===== config.mk =====
export PLATFORM = sky130hd
export DESIGN_NAME = mc_sequencer
export DESIGN_NICKNAME = d
export VERILOG_FILES = /design/src/rtl/mc_sequencer.sv
export SDC_FILE = /design/constraint.sdc
export NUM_CORES = 1
export LEC_CHECK = 0
export CAP_MARGIN = 20
export CORE_ASPECT_RATIO = 0.5
export CORE_MARGIN = 8
export CORE_UTILIZATION = 30
export CTS_CLUSTER_DIAMETER = 60
export DETAILED_ROUTE_END_ITERATION = 7
export GPL_TIMING_DRIVEN = 0
export HOLD_SLACK_MARGIN = 0.1
export PLACE_DENSITY = 0.51
export SYNTH_ARGS = -nofsm -noshare
export SYNTH_HDL_FRONTEND = slang
export SYNTH_SLANG_ARGS = --single-unit

===== constraint.sdc =====
create_clock -name clk -period 2.2 [get_ports clk]
set_clock_uncertainty 0.1 [all_clocks]
set_input_delay 0.66 -clock clk [delete_from_list [all_inputs] [get_ports clk]]
set_output_delay 0.66 -clock clk [all_outputs]
set_load 0.01 [all_outputs]

===== src/rtl/mc_sequencer.sv =====
// mc_sequencer: multi-cycle instruction sequencer driving PC/IR/register/memory strobes,
// with single-step, halt-at-boundary, illegal-opcode trap and a saturating retire counter.
module mc_sequencer #(
    parameter int COUNT_W = 16
) (
    input  logic               clk,
    input  logic               reset,
    input  logic               start,
    input  logic [6:0]         opcode,
    input  logic               mem_ready,
    input  logic               step_en,
    input  logic               step_req,
    input  logic               halt_req,
    output logic               pc_load_entry,
    output logic               pc_we,
    output logic               ir_we,
    output logic               reg_we,
    output logic               mem_re,
    output logic               mem_we,
    output logic [2:0]         state,
    output logic               busy,
    output logic               halted,
    output logic               illegal,
    output logic [COUNT_W-1:0] instr_count
);
    typedef enum logic [2:0] {IDLE, LOAD, FETCH, DECODE, EXEC, MEM, WB, HALT} state_t;
    typedef enum logic [2:0] {C_NONE, C_R, C_I, C_LW, C_S, C_B, C_JAL} cls_t;

    state_t             state_q, state_d;
    cls_t               cls_q, cls_d, dec_cls;
    logic               illegal_q, illegal_d;
    logic [COUNT_W-1:0] cnt_q, cnt_d;
    logic               go, boundary;

    assign dec_cls = opcode == 7'b0110011 ? C_R   :
                     opcode == 7'b0010011 ? C_I   :
                     opcode == 7'b0000011 ? C_LW  :
                     opcode == 7'b0100011 ? C_S   :
                     opcode == 7'b1100011 ? C_B   :
                     opcode == 7'b1101111 ? C_JAL : C_NONE;

    // Strobes are decoded from the registered state, so reset clears them at once.
    assign go            = mem_ready && (!step_en || step_req);
    assign pc_load_entry = state_q == LOAD;
    assign ir_we         = state_q == FETCH && go;
    assign mem_re        = state_q == FETCH || (state_q == MEM && cls_q == C_LW);
    assign mem_we        = state_q == MEM && cls_q == C_S && mem_ready;
    assign reg_we        = state_q == WB;
    assign pc_we         = state_q == LOAD || state_q == WB || mem_we ||
                           (state_q == EXEC && cls_q == C_B);
    assign boundary      = pc_we && state_q != LOAD;

    assign state       = state_q;
    assign busy        = state_q != IDLE && state_q != HALT;
    assign halted      = state_q == HALT;
    assign illegal     = illegal_q;
    assign instr_count = cnt_q;

    always_comb begin
        state_d   = state_q;
        cls_d     = cls_q;
        illegal_d = illegal_q;
        cnt_d     = cnt_q;
        case (state_q)
            IDLE:    state_d = start ? LOAD : IDLE;
            LOAD:    state_d = FETCH;
            FETCH:   state_d = go ? DECODE : FETCH;
            DECODE: begin
                cls_d     = dec_cls;
                state_d   = dec_cls == C_NONE ? HALT : EXEC;
                illegal_d = illegal_q || dec_cls == C_NONE;
            end
            EXEC:    state_d = cls_q == C_B ? FETCH :
                               (cls_q == C_LW || cls_q == C_S) ? MEM : WB;
            MEM:     state_d = !mem_ready ? MEM : cls_q == C_LW ? WB : FETCH;
            WB:      state_d = FETCH;
            HALT: begin
                state_d   = start ? LOAD : HALT;
                illegal_d = start ? 1'b0 : illegal_q;
                cnt_d     = start ? '0 : cnt_q;
            end
            default: state_d = IDLE;
        endcase
        // Retirement overrides the per-state successor.
        if (boundary) begin
            cnt_d   = &cnt_q ? cnt_q : cnt_q + 1'b1;
            state_d = halt_req ? HALT : FETCH;
        end
    end

    always_ff @(posedge clk or posedge reset) begin
        if (reset) begin
            state_q   <= IDLE;
            cls_q     <= C_NONE;
            illegal_q <= 1'b0;
            cnt_q     <= '0;
        end else begin
            state_q   <= state_d;
            cls_q     <= cls_d;
            illegal_q <= illegal_d;
            cnt_q     <= cnt_d;
        end
    end
endmodule


==> qor.csv, run 1 <==
metric,value,unit
synthCells,178,
cts_hold_buffers,0,
power_leakage,0.0009405,uW
drc,0,
path_max_fanout,4,
worst_slew_pin_slew,0.9193,ns
p_total,2026,uW
wl_met2,2132,um
drt_iter0_drc,42,
ys_types,47,
antenna_cells,0,
cts-root-buf,clkbuf_8,
synth.area.top_cells,"dfrtp_1, o21ai_0, nand2_1",
row_count,18,
setup_viol,3,
clock.fmax,415.2,MHz
ys_ff_latch,23,
timing.rr.start,cls_q[0]$_DFFE_PP0P_,
routed-wl-met3,164,um
grt_max_degree,24,
wirelength,4558,um
worstHoldPathType,flop to flop,
fin_nets,257,
antenna_found_initial,0,
cts_tree,built,
status,"complete, but fails checks",
rr_worst_depth,7,
cellPowerDensity,891.8,nW/um^2
synth-seq-area-share,38.17,%
htreeDepth,1,
cts_buffer_depth,2,
crit_required,1.44,ns
min_from,illegal$_DFFE_PP0P_,
cts_buffers,3,
start_util,30.85,%
rsz0062_at_grt,yes,
netlist.area_leader.share,38.17,%
grt_pass1_wl,7251,um
finalHoldViolCount,0,
ys.warnings.count,0,
regToRegSetupSlack,0.10,ns
drt-met1-wl,2223,um
final.min_clock_period,2.409,ns
num_vias,1577,
yosys.cell_count.top_type,dfrtp_1,
violations,negative setup slack,
highest-signal-layer,met4,
crit_path_start_kind,primary input,
peakVddDrop,373.0,uV
vias_per_cell,5.071,
numPortBuffers,41,
fin_setup_tns,-0.2676,ns
nFillCells,507,
r2r_end,instr_count[9]$_DFFE_PP0P_,
grt_overflow,0,
die_x,116.3,um
syn_area_per_cell,8.470,um^2
yosys.area.top_type,dfrtp_1,
clkSinkCount,23,
endpoint,pc_we,
arrival,1.65,ns
async_reset_ff_share,100.0,%
fin_crit_sh,109.5,%
globalRouteTotalUtil,11.82,%
dp_hpwl,3222,um
synthFlopType,dfrtp_1,
synth_fp_nets,193,
die_area,7688,um^2
placed_area,2006,um^2
crit_start,mem_ready,
endpoint_kind,output port,
final_area,2272,um^2
synth_area,1508,um^2
routedWlPerCell,14.66,um
antenna_left,0,
critPathKind,primary input to output port,
first_global_vias,1435,
core,4887,um^2
top_level_ports,42,
drive_above_1_share,22.82,%
place_congestion,0.7595,
yosys-top-cells-count,"dfrtp_1, nand2_1, nor2_1",
drt-pass1-iter-count,4,
clk_latency,0.27,ns
die_h,66.13,um
cap_violations,0,
synth_enable_flop_cells,0,
clkTransAtPathRegs,0.09,ns
synthToLayoutAreaGrowth,50.71,%
relSlewSlack,38.64,%
finalWorstSetupSlack,-0.2087,ns
report.final.slew_viol_count,0,
## cell type report
class                           count  area [um^2]  area share [%]
Buffer                              8        77.57           3.414
Tap cell                           70        87.58           3.855
Inverter                           10        37.54           1.652
Sequential cell                    23        579.3           25.50
Timing Repair Buffer               59        530.5           23.35
Multi-Input combinational cell    137        914.6           40.25
Clock buffer                        4        45.04           1.982
## cell families after synthesis
| group | after synthesis | share of synthesized area, % |
|---|---|---|
| AO/OA/AOI/OAI | 47 | 20.17 |
| XOR/XNOR | 3 | 1.743 |
| adder cells (fa/ha/maj) | 1 | 0.8297 |
| buffers and inverters | 18 | 5.229 |
| flip-flops | 23 | 38.17 |
| multiplexers | 2 | 1.328 |
| AND/OR/NAND/NOR | 84 | 32.53 |
## timing repair
item | 4_1_cts | 5_1_grt
buffers inserted | 5 | 12
setup endpoints to repair | 19 | 19
resized for setup | 40 | 23
pin swaps | 1 | 8
cloned | 0 | 1
## routing by layer
layer  vias up  global-route usage [%]
met3         4                   2.277
li1        786                       -
met2        34                   19.30
met5         -                       0
met1       753                   15.74
met4         0                   2.880
## sequential cells by signal, indices dropped and copies added (netlist names)
signal       count
instr_count     16
cls_q            3
state            3
illegal          1
## report_power, final
part / internal (uW) / leakage, uW / switching, uW
Combinational: 615 / 0.000614 / 563
Sequential: 495 / 0.000304 / 82.0
Clock: 130 / 0.0000228 / 142
Total: 1240 / 0.000940 / 787
## how the worst min path moves through the flow
stage,end,depth (start not counted)
global placement,illegal$_DFFE_PP0P_,1
finish,illegal$_DFFE_PP0P_,1
floorplan,illegal$_DFFE_PP0P_,1
detailed placement,illegal$_DFFE_PP0P_,1
CTS,illegal$_DFFE_PP0P_,1
global route,illegal$_DFFE_PP0P_,1
## stage by stage
step	hold slack, ns	cells	setup WS, ns	util [%]
after global placement	0.3748	289	-1.133	41.04
after detailed placement	0.3827	289	-1.125	41.04
after global routing	0.4375	311	-0.2579	46.49
after CTS	0.4029	298	-0.2469	43.34
after floorplan	0.4185	178	0.04174	-
final	0.3943	311	-0.2087	46.49
## placed cells by master (no fill, tap or decap), drive strengths merged, types with 4 or more instances in the layout
cell and n:
dfrtp 23, clkbuf 10, a21oi 9, nor3 6, nand2 16, nand3 12, nand2b 5, or4 7
clkdlybuf4s50 30, o211ai 6, inv 10, nand3b 4, nor2 15, o21ai 14, buf 27
## critical path, cell delays in order
cell and delay, ns:
buf_2 0.13, nand4bb_1 0.11, o211a_1 0.26, nand2b_4 0.17
buf_8 0.13, o21ai_2 0.05, buf_2 0.14
(Power assumes the default switching activity.)
==> run 2, diff against run 1 <==
ABC_AREA = 1   (was default)
CORE_ASPECT_RATIO = 1.4   (was 0.5)
CORE_MARGIN = 4   (was 8)
PLACE_DENSITY = 0.5   (was 0.51)
==> run 2 against run 1 <==
The run now ends clean. Via count up 18%. First-iteration DRC count grew to 3.3 times the previous value. Critical path depth fell by 2. Die area down 6.9%. Global-route usage is 2.0 points higher. Worst setup slack gained 0.25 ns. Sequential share of layout area shrank 1.9 points. Non-clock buffer count down 9. Clock power increased by 4%. Sequential power grew 10%. Hold slack lost 0.010 ns. Fmax rose by 11%. Critical endpoint is now ir_we. Largest power group unchanged.
==> qor.csv, run 2 <==
metric,value,unit,change
min_path_cells,2,,was 1
cts-root-buf,clkbuf_8,,unchanged
finalHoldViolCount,0,,unchanged
synthFlopType,dfrtp_1,,unchanged
relSlewSlack,71.24,%,was 38.64%
critPathKind,primary input to output port,,unchanged
die_h,98.51,um,was 66.13 um
dp_hpwl,3582,um,was 3222 um
yosys-top-cells-count,"nand2_1, nor2_1, inv_1",,"was dfrtp_1, nand2_1, nor2_1"
final.min_clock_period,2.163,ns,was 2.409 ns
clkTransAtPathRegs,0.09,ns,about the same
worstHoldPathType,flop to flop,,unchanged
ys_types,25,,was 47
critPathBufInv,3,,unchanged
cp_slowest_cell,clkdlybuf4s50_1,,was o211a_1
drc,0,,unchanged
globalRouteTotalUtil,13.82,%,was 11.82%
top_level_ports,42,,unchanged
worst_slew_pin_slew,0.4281,ns,was 0.9193 ns
numPortBuffers,41,,unchanged
critical-path-max-stage-delay,0.45,ns,was 0.26 ns
crit_path_start_kind,primary input,,unchanged
endpoint_kind,output port,,unchanged
first_global_vias,1794,,was 1435
rr_worst_depth,8,,was 7
fin_setup_tns,0,ns,was -0.2676 ns
path_cells,clkdlybuf4s50_1 > nand2_1 > nand3_2 > inv_1 > buf_2,,was buf_2 > nand4bb_1 > o211a_1 > nand2b_4 > buf_8 > o21ai_2 > buf_2
largest_reg_flops,16,,unchanged
start_util,31.32,%,was 30.85%
report.final.slew_viol_count,0,,unchanged
die_area,7157,um^2,was 7688 um^2
ys.warnings.count,0,,unchanged
fin_nets,342,,was 257
fin_crit_sh,98.30,%,was 109.5%
synth_area,1755,um^2,was 1508 um^2
arrival,1.40,ns,was 1.65 ns
ys_ff_latch,23,,unchanged
setup_viol,0,,was 3
drt_iter0_drc,138,,was 42
clock.fmax,462.4,MHz,was 415.2 MHz
clkSinkCount,23,,unchanged
nFillCells,599,,was 507
row_count,32,,was 18
async_reset_ff_share,100.0,%,unchanged
cap_violations,0,,unchanged
wirelength,4843,um,was 4558 um
peakVddDrop,656.9,uV,was 373.0 uV
rsz0062_at_grt,yes,,unchanged
cellPowerDensity,980.8,nW/um^2,was 891.8 nW/um^2
cts_buffer_depth,2,,unchanged
place_congestion,0.8249,,was 0.7595
yosys.cell_count.top_type,nand2_1,,was dfrtp_1
routedWlPerCell,12.29,um,was 14.66 um
path_max_fanout,2,,was 4
htreeDepth,1,,unchanged
netlist.area_leader.share,32.79,%,was 38.17%
num_vias,1853,,was 1577
grt_overflow,0,,unchanged
antenna_left,0,,unchanged
cts_tree,built,,unchanged
grt_pass1_wl,8093,um,was 7251 um
clk_latency,0.27,ns,about the same
drt-pass1-iter-count,4,,unchanged
final_cell_mix,"nand2_1, nor2_1, inv_1, clkdlybuf4s50_1, nand3_1",,"was clkdlybuf4s50_1, dfrtp_1, buf_4"
drive_above_1_share,21.17,%,was 22.82%
antenna_cells,0,,unchanged
cts_hold_buffers,0,,unchanged
die_x,72.65,um,was 116.3 um
synth.area.top_cells,"dfrtp_1, nand2_1, nand3_1",,"was dfrtp_1, o21ai_0, nand2_1"
power_leakage,0.001205,uW,was 0.0009405 uW
layout_commonest_cell,nand2_1,,was clkdlybuf4s50_1
grt_max_degree,24,,unchanged
cp_num_cells,5,,was 7
cts_buffers,3,,unchanged
syn_area_per_cell,6.575,um^2,was 8.470 um^2
post-route-util,43.62,%,was 46.49%
status,"complete, no violations",,"was complete, but fails checks"
synthCells,267,,was 178
critical_path.top_delay_family,buffers and inverters,,unchanged
synth_fp_nets,282,,was 193
vias_per_cell,4.703,,was 5.071
synth_enable_flop_cells,0,,unchanged
synthToLayoutAreaGrowth,39.27,%,was 50.71%
crit_required,1.44,ns,about the same
antenna_found_initial,0,,unchanged
core,5605,um^2,was 4887 um^2
yosys.area.top_type,dfrtp_1,,unchanged
synth-seq-area-share,32.79,%,was 38.17%
run 2: metrics by stage:
| stage | hold slack [ns] | power (uW) | cell area [um^2] | worst slack, ns | cells |
|---|---|---|---|---|---|
| final | 0.3843 | 2398 | 2445 | 0.03750 | 394 |
| after global routing | 0.4299 | 2596 | 2445 | -0.01442 | 394 |
| after CTS | 0.3939 | 2287 | 2359 | -0.07136 | 385 |
| after detailed placement | 0.3712 | 1901 | 2251 | -0.6974 | 376 |
| after global placement | 0.3651 | 1899 | 2251 | -0.7325 | 376 |
| after floorplan | 0.4161 | 1431 | 1755 | 0.4084 | 267 |
run 2: worst paths after layout:
| check | from | slack, ns | to |
|---|---|---|---|
| setup / recovery | step_en | 0.04 | ir_we |
| setup reg to reg | instr_count[0]$_DFFE_PP0P_ | 0.27 | instr_count[13]$_DFFE_PP0P_ |
| max in group asynchronous | reset | 0.96 | state[0]$_DFF_PP0_ |
| hold / removal | illegal$_DFFE_PP0P_ | 0.38 | illegal$_DFFE_PP0P_ |
| hold reg to reg | illegal$_DFFE_PP0P_ | 0.38 | illegal$_DFFE_PP0P_ |
| min in group asynchronous | reset | 0.58 | instr_count[2]$_DFFE_PP0P_ |
run 2: what timing repair did:
item | 4_1_cts | 5_1_grt
setup buffers | 5 | 7
pin swaps | 3 | 4
resized for setup | 29 | 22
cloned | 0 | 1
setup endpoints to repair | 8 | 6
run 2: cells by family (layout without fill, tap and decap cells):
group                    after synthesis  count (layout)  share of synthesized area [%]
AO/OA/AOI/OAI                          7               7                          2.138
adder cells (fa/ha/maj)                1               1                         0.7126
AND/OR/NAND/NOR                      192             192                          52.25
flip-flops                            23              23                          32.79
XOR/XNOR                               4               4                          1.996
buffers and inverters                 40              99                          10.12
run 2: final cells by class:
cell class,count,area [um^2],share of cell area [%]
multi-input combinational,204,1052,43.04
sequential,23,578.1,23.64
timing repair buffer,55,501.7,20.52
inverter,37,143.9,5.885
tap,68,85.08,3.480
clock buffer,4,45.04,1.842
buffer,3,38.79,1.586
run 2: per-layer routing:
metal  routed length, um  part of all wire, %  track usage (%)  vias up
li1                    -                    -                -      960
met1                2018                   42            16.20      852
met2                2607                   54            25.73       37
met3                 148                  3.1            1.122        4
met4                  69                  1.4            4.403        0
met5                   0                    0                0        -
run 2: power breakdown:
| part | total [uW] | leakage (uW) | switching (uW) | internal (uW) |
|---|---|---|---|---|
| Clock | 281 | 0.0000228 | 151 | 130 |
| Sequential | 635 | 0.000301 | 122 | 513 |
| Combinational | 1480 | 0.000881 | 812 | 670 |
| Total | 2400 | 0.00120 | 1080 | 1310 |
run 2: worst reg2reg max path, cell delays in order (launching register included):
cell and delay, ns:
dfrtp_1 0.50, ha_1 0.28, nand3_1 0.16, nor2_1 0.20, nand3_2 0.15, nand3_4 0.18
nand2_2 0.13, nand2_1 0.09, nand2_1 0.05
==> run 3, diff against run 2 <==
TNS_END_PERCENT = 5   (was default)
==> run 3 against run 2 <==
Core utilization fell by 1.5 points. Final cell count fell by 2.3%. Wire length fell by 3.6%. Hold slack barely moved. Critical path depth rose by 2. Fmax fell by 1.6%. Critical path type is now flop to output port. First-iteration DRC count fell by 14%. Worst setup slack got worse by 0.036 ns.
==> qor.csv, run 3 (synthesis results as in run 2) <==
metric,value,unit,change
status,"complete, no violations",,unchanged
routedWlPerCell,12.12,um,was 12.29 um
dp_hpwl,3582,um,unchanged
die_x,72.65,um,unchanged
rr_worst_depth,8,,unchanged
largest_reg_flops,16,,unchanged
die_area,7157,um^2,unchanged
die_h,98.51,um,unchanged
worst_slew_pin_slew,0.4281,ns,about the same
worstHoldPathType,flop to flop,,unchanged
wirelength,4668,um,was 4843 um
fin_crit_sh,99.94,%,was 98.30%
finalWorstSetupSlack,0.001394,ns,was 0.03750 ns
globalRouteTotalUtil,13.71,%,was 13.82%
rsz0062_at_grt,yes,,unchanged
clk_latency,0.27,ns,about the same
cap_violations,0,,unchanged
num_vias,1818,,was 1853
cts_buffer_depth,2,,unchanged
worstHoldEndpoint,illegal$_DFFE_PP0P_,,unchanged
drt_iter0_drc,119,,was 138
report.final.slew_viol_count,0,,unchanged
numPortBuffers,41,,unchanged
min_from,illegal$_DFFE_PP0P_,,unchanged
synthToLayoutAreaGrowth,34.64,%,was 39.27%
antenna_left,0,,unchanged
power_leakage,0.001154,uW,was 0.001205 uW
first_global_vias,1783,,was 1794
critPathKind,flop to output port,,was primary input to output port
vias_per_cell,4.722,,was 4.703
clkSinkCount,23,,unchanged
drc,0,,unchanged
relSlewSlack,71.24,%,about the same
nFillCells,611,,was 599
cts_tree,built,,unchanged
grt_overflow,0,,unchanged
arrival,1.44,ns,was 1.40 ns
fin_nets,333,,was 342
drive_above_1_share,17.67,%,was 21.17%
core,5605,um^2,unchanged
start_util,31.32,%,unchanged
peakVddDrop,536.0,uV,was 656.9 uV
clock.fmax,454.8,MHz,was 462.4 MHz
endpoint_kind,output port,,unchanged
setup_viol,0,,unchanged
timing.rr.start,instr_count[0]$_DFFE_PP0P_,,unchanged
cts_hold_buffers,0,,unchanged
place_congestion,0.8249,,unchanged
path_max_fanout,5,,was 2
top_level_ports,42,,unchanged
regToRegSetupSlack,0.28,ns,was 0.27 ns
layout_commonest_cell,nand2_1,,unchanged
htreeDepth,1,,unchanged
min_path_cells,2,,unchanged
cts-root-buf,clkbuf_8,,unchanged
antenna_cells,0,,unchanged
final.min_clock_period,2.199,ns,was 2.163 ns
whs,0.3842,ns,was 0.3843 ns
r2r_end,instr_count[13]$_DFFE_PP0P_,,unchanged
clkTransAtPathRegs,0.09,ns,about the same
drt-pass1-iter-count,4,,unchanged
crit_required,1.44,ns,about the same
row_count,32,,unchanged
dp_slack,-0.6974,ns,unchanged
finalHoldViolCount,0,,unchanged
grt_pass1_wl,8052,um,was 8093 um
grt_max_degree,24,,unchanged
cellPowerDensity,938.2,nW/um^2,was 980.8 nW/um^2
cts_buffers,3,,unchanged
crit_path_start_kind,flop,,was primary input
p_total,2217,uW,was 2398 uW
antenna_found_initial,0,,unchanged
fin_setup_tns,0,ns,unchanged
final_cell_mix,"nand2_1, nor2_1, clkdlybuf4s50_1",,"was nand2_1, nor2_1, inv_1, clkdlybuf4s50_1, nand3_1"
## run 3: cell count changes in the layout (fill, tap and decap cells not counted), sizes merged
| cell | delta |
|---|---|
| clkdlybuf4s50 | +1 |
| clkbuf | -3 |
| clkdlybuf4s15 | +2 |
| buf | -11 |
| dlygate4sd2 | +2 |
## run 3: layout make-up
cell class	count	area [um^2]	area share [%]
Timing Repair Buffer	46	437.9	18.53
Multi-Input combinational cell	204	1037	43.89
Sequential cell	23	578.1	24.46
Buffer	3	38.79	1.641
Tap cell	68	85.08	3.600
Inverter	37	141.4	5.982
Clock buffer	4	45.04	1.906
## run 3: worst max-delay path, cell delays in order (launching register included)
cell and delay (ns):
dfrtp_2 0.44, buf_4 0.16, nor2_2 0.13, nand2_1 0.10
nor2_2 0.13, nor2_4 0.05, nand2_4 0.06, buf_6 0.10
## run 3: timing repair
item / in CTS / in global routing
endpoints found under the setup margin: 8 / 5
pin swaps: 3 / 1
setup buffers: 3 / 1
resized for setup: 33 / 5
## run 3: worst max path at each step
stage | startpoint | to | slack, ns
after floorplan | mem_ready | pc_we | 0.41
after global placement | mem_ready | pc_we | -0.73
after detailed placement | mem_ready | pc_we | -0.70
after CTS | state[1]$_DFF_PP0_ | busy | 0.001
after global routing | state[2]$_DFF_PP0_ | mem_we | -0.07
final | state[1]$_DFF_PP0_ | pc_we | 0.001
## run 3: stage by stage
stage          std cells  area (um^2)  utilization [%]
2_1_floorplan        267         1755                -
3_5_place_dp         376         2251            40.16
5_1_grt              385         2364            42.17
6_report             385         2364            42.17
3_3_place_gp         376         2251            40.16
4_1_cts              383         2344            41.81
## run 3: layer usage
layer	vias up	part of all wire (%)	track usage (%)
li1	943	-	-
met1	832	42	16.07
met2	39	53	25.52
met3	4	3.0	1.122
met4	0	1.5	4.403
met5	-	0	0
## run 3: power breakdown
group	total (uW)	internal, uW	switching [uW]
logic	1310	551	760
clock network	278	130	149
registers	628	513	115
total	2220	1190	1020
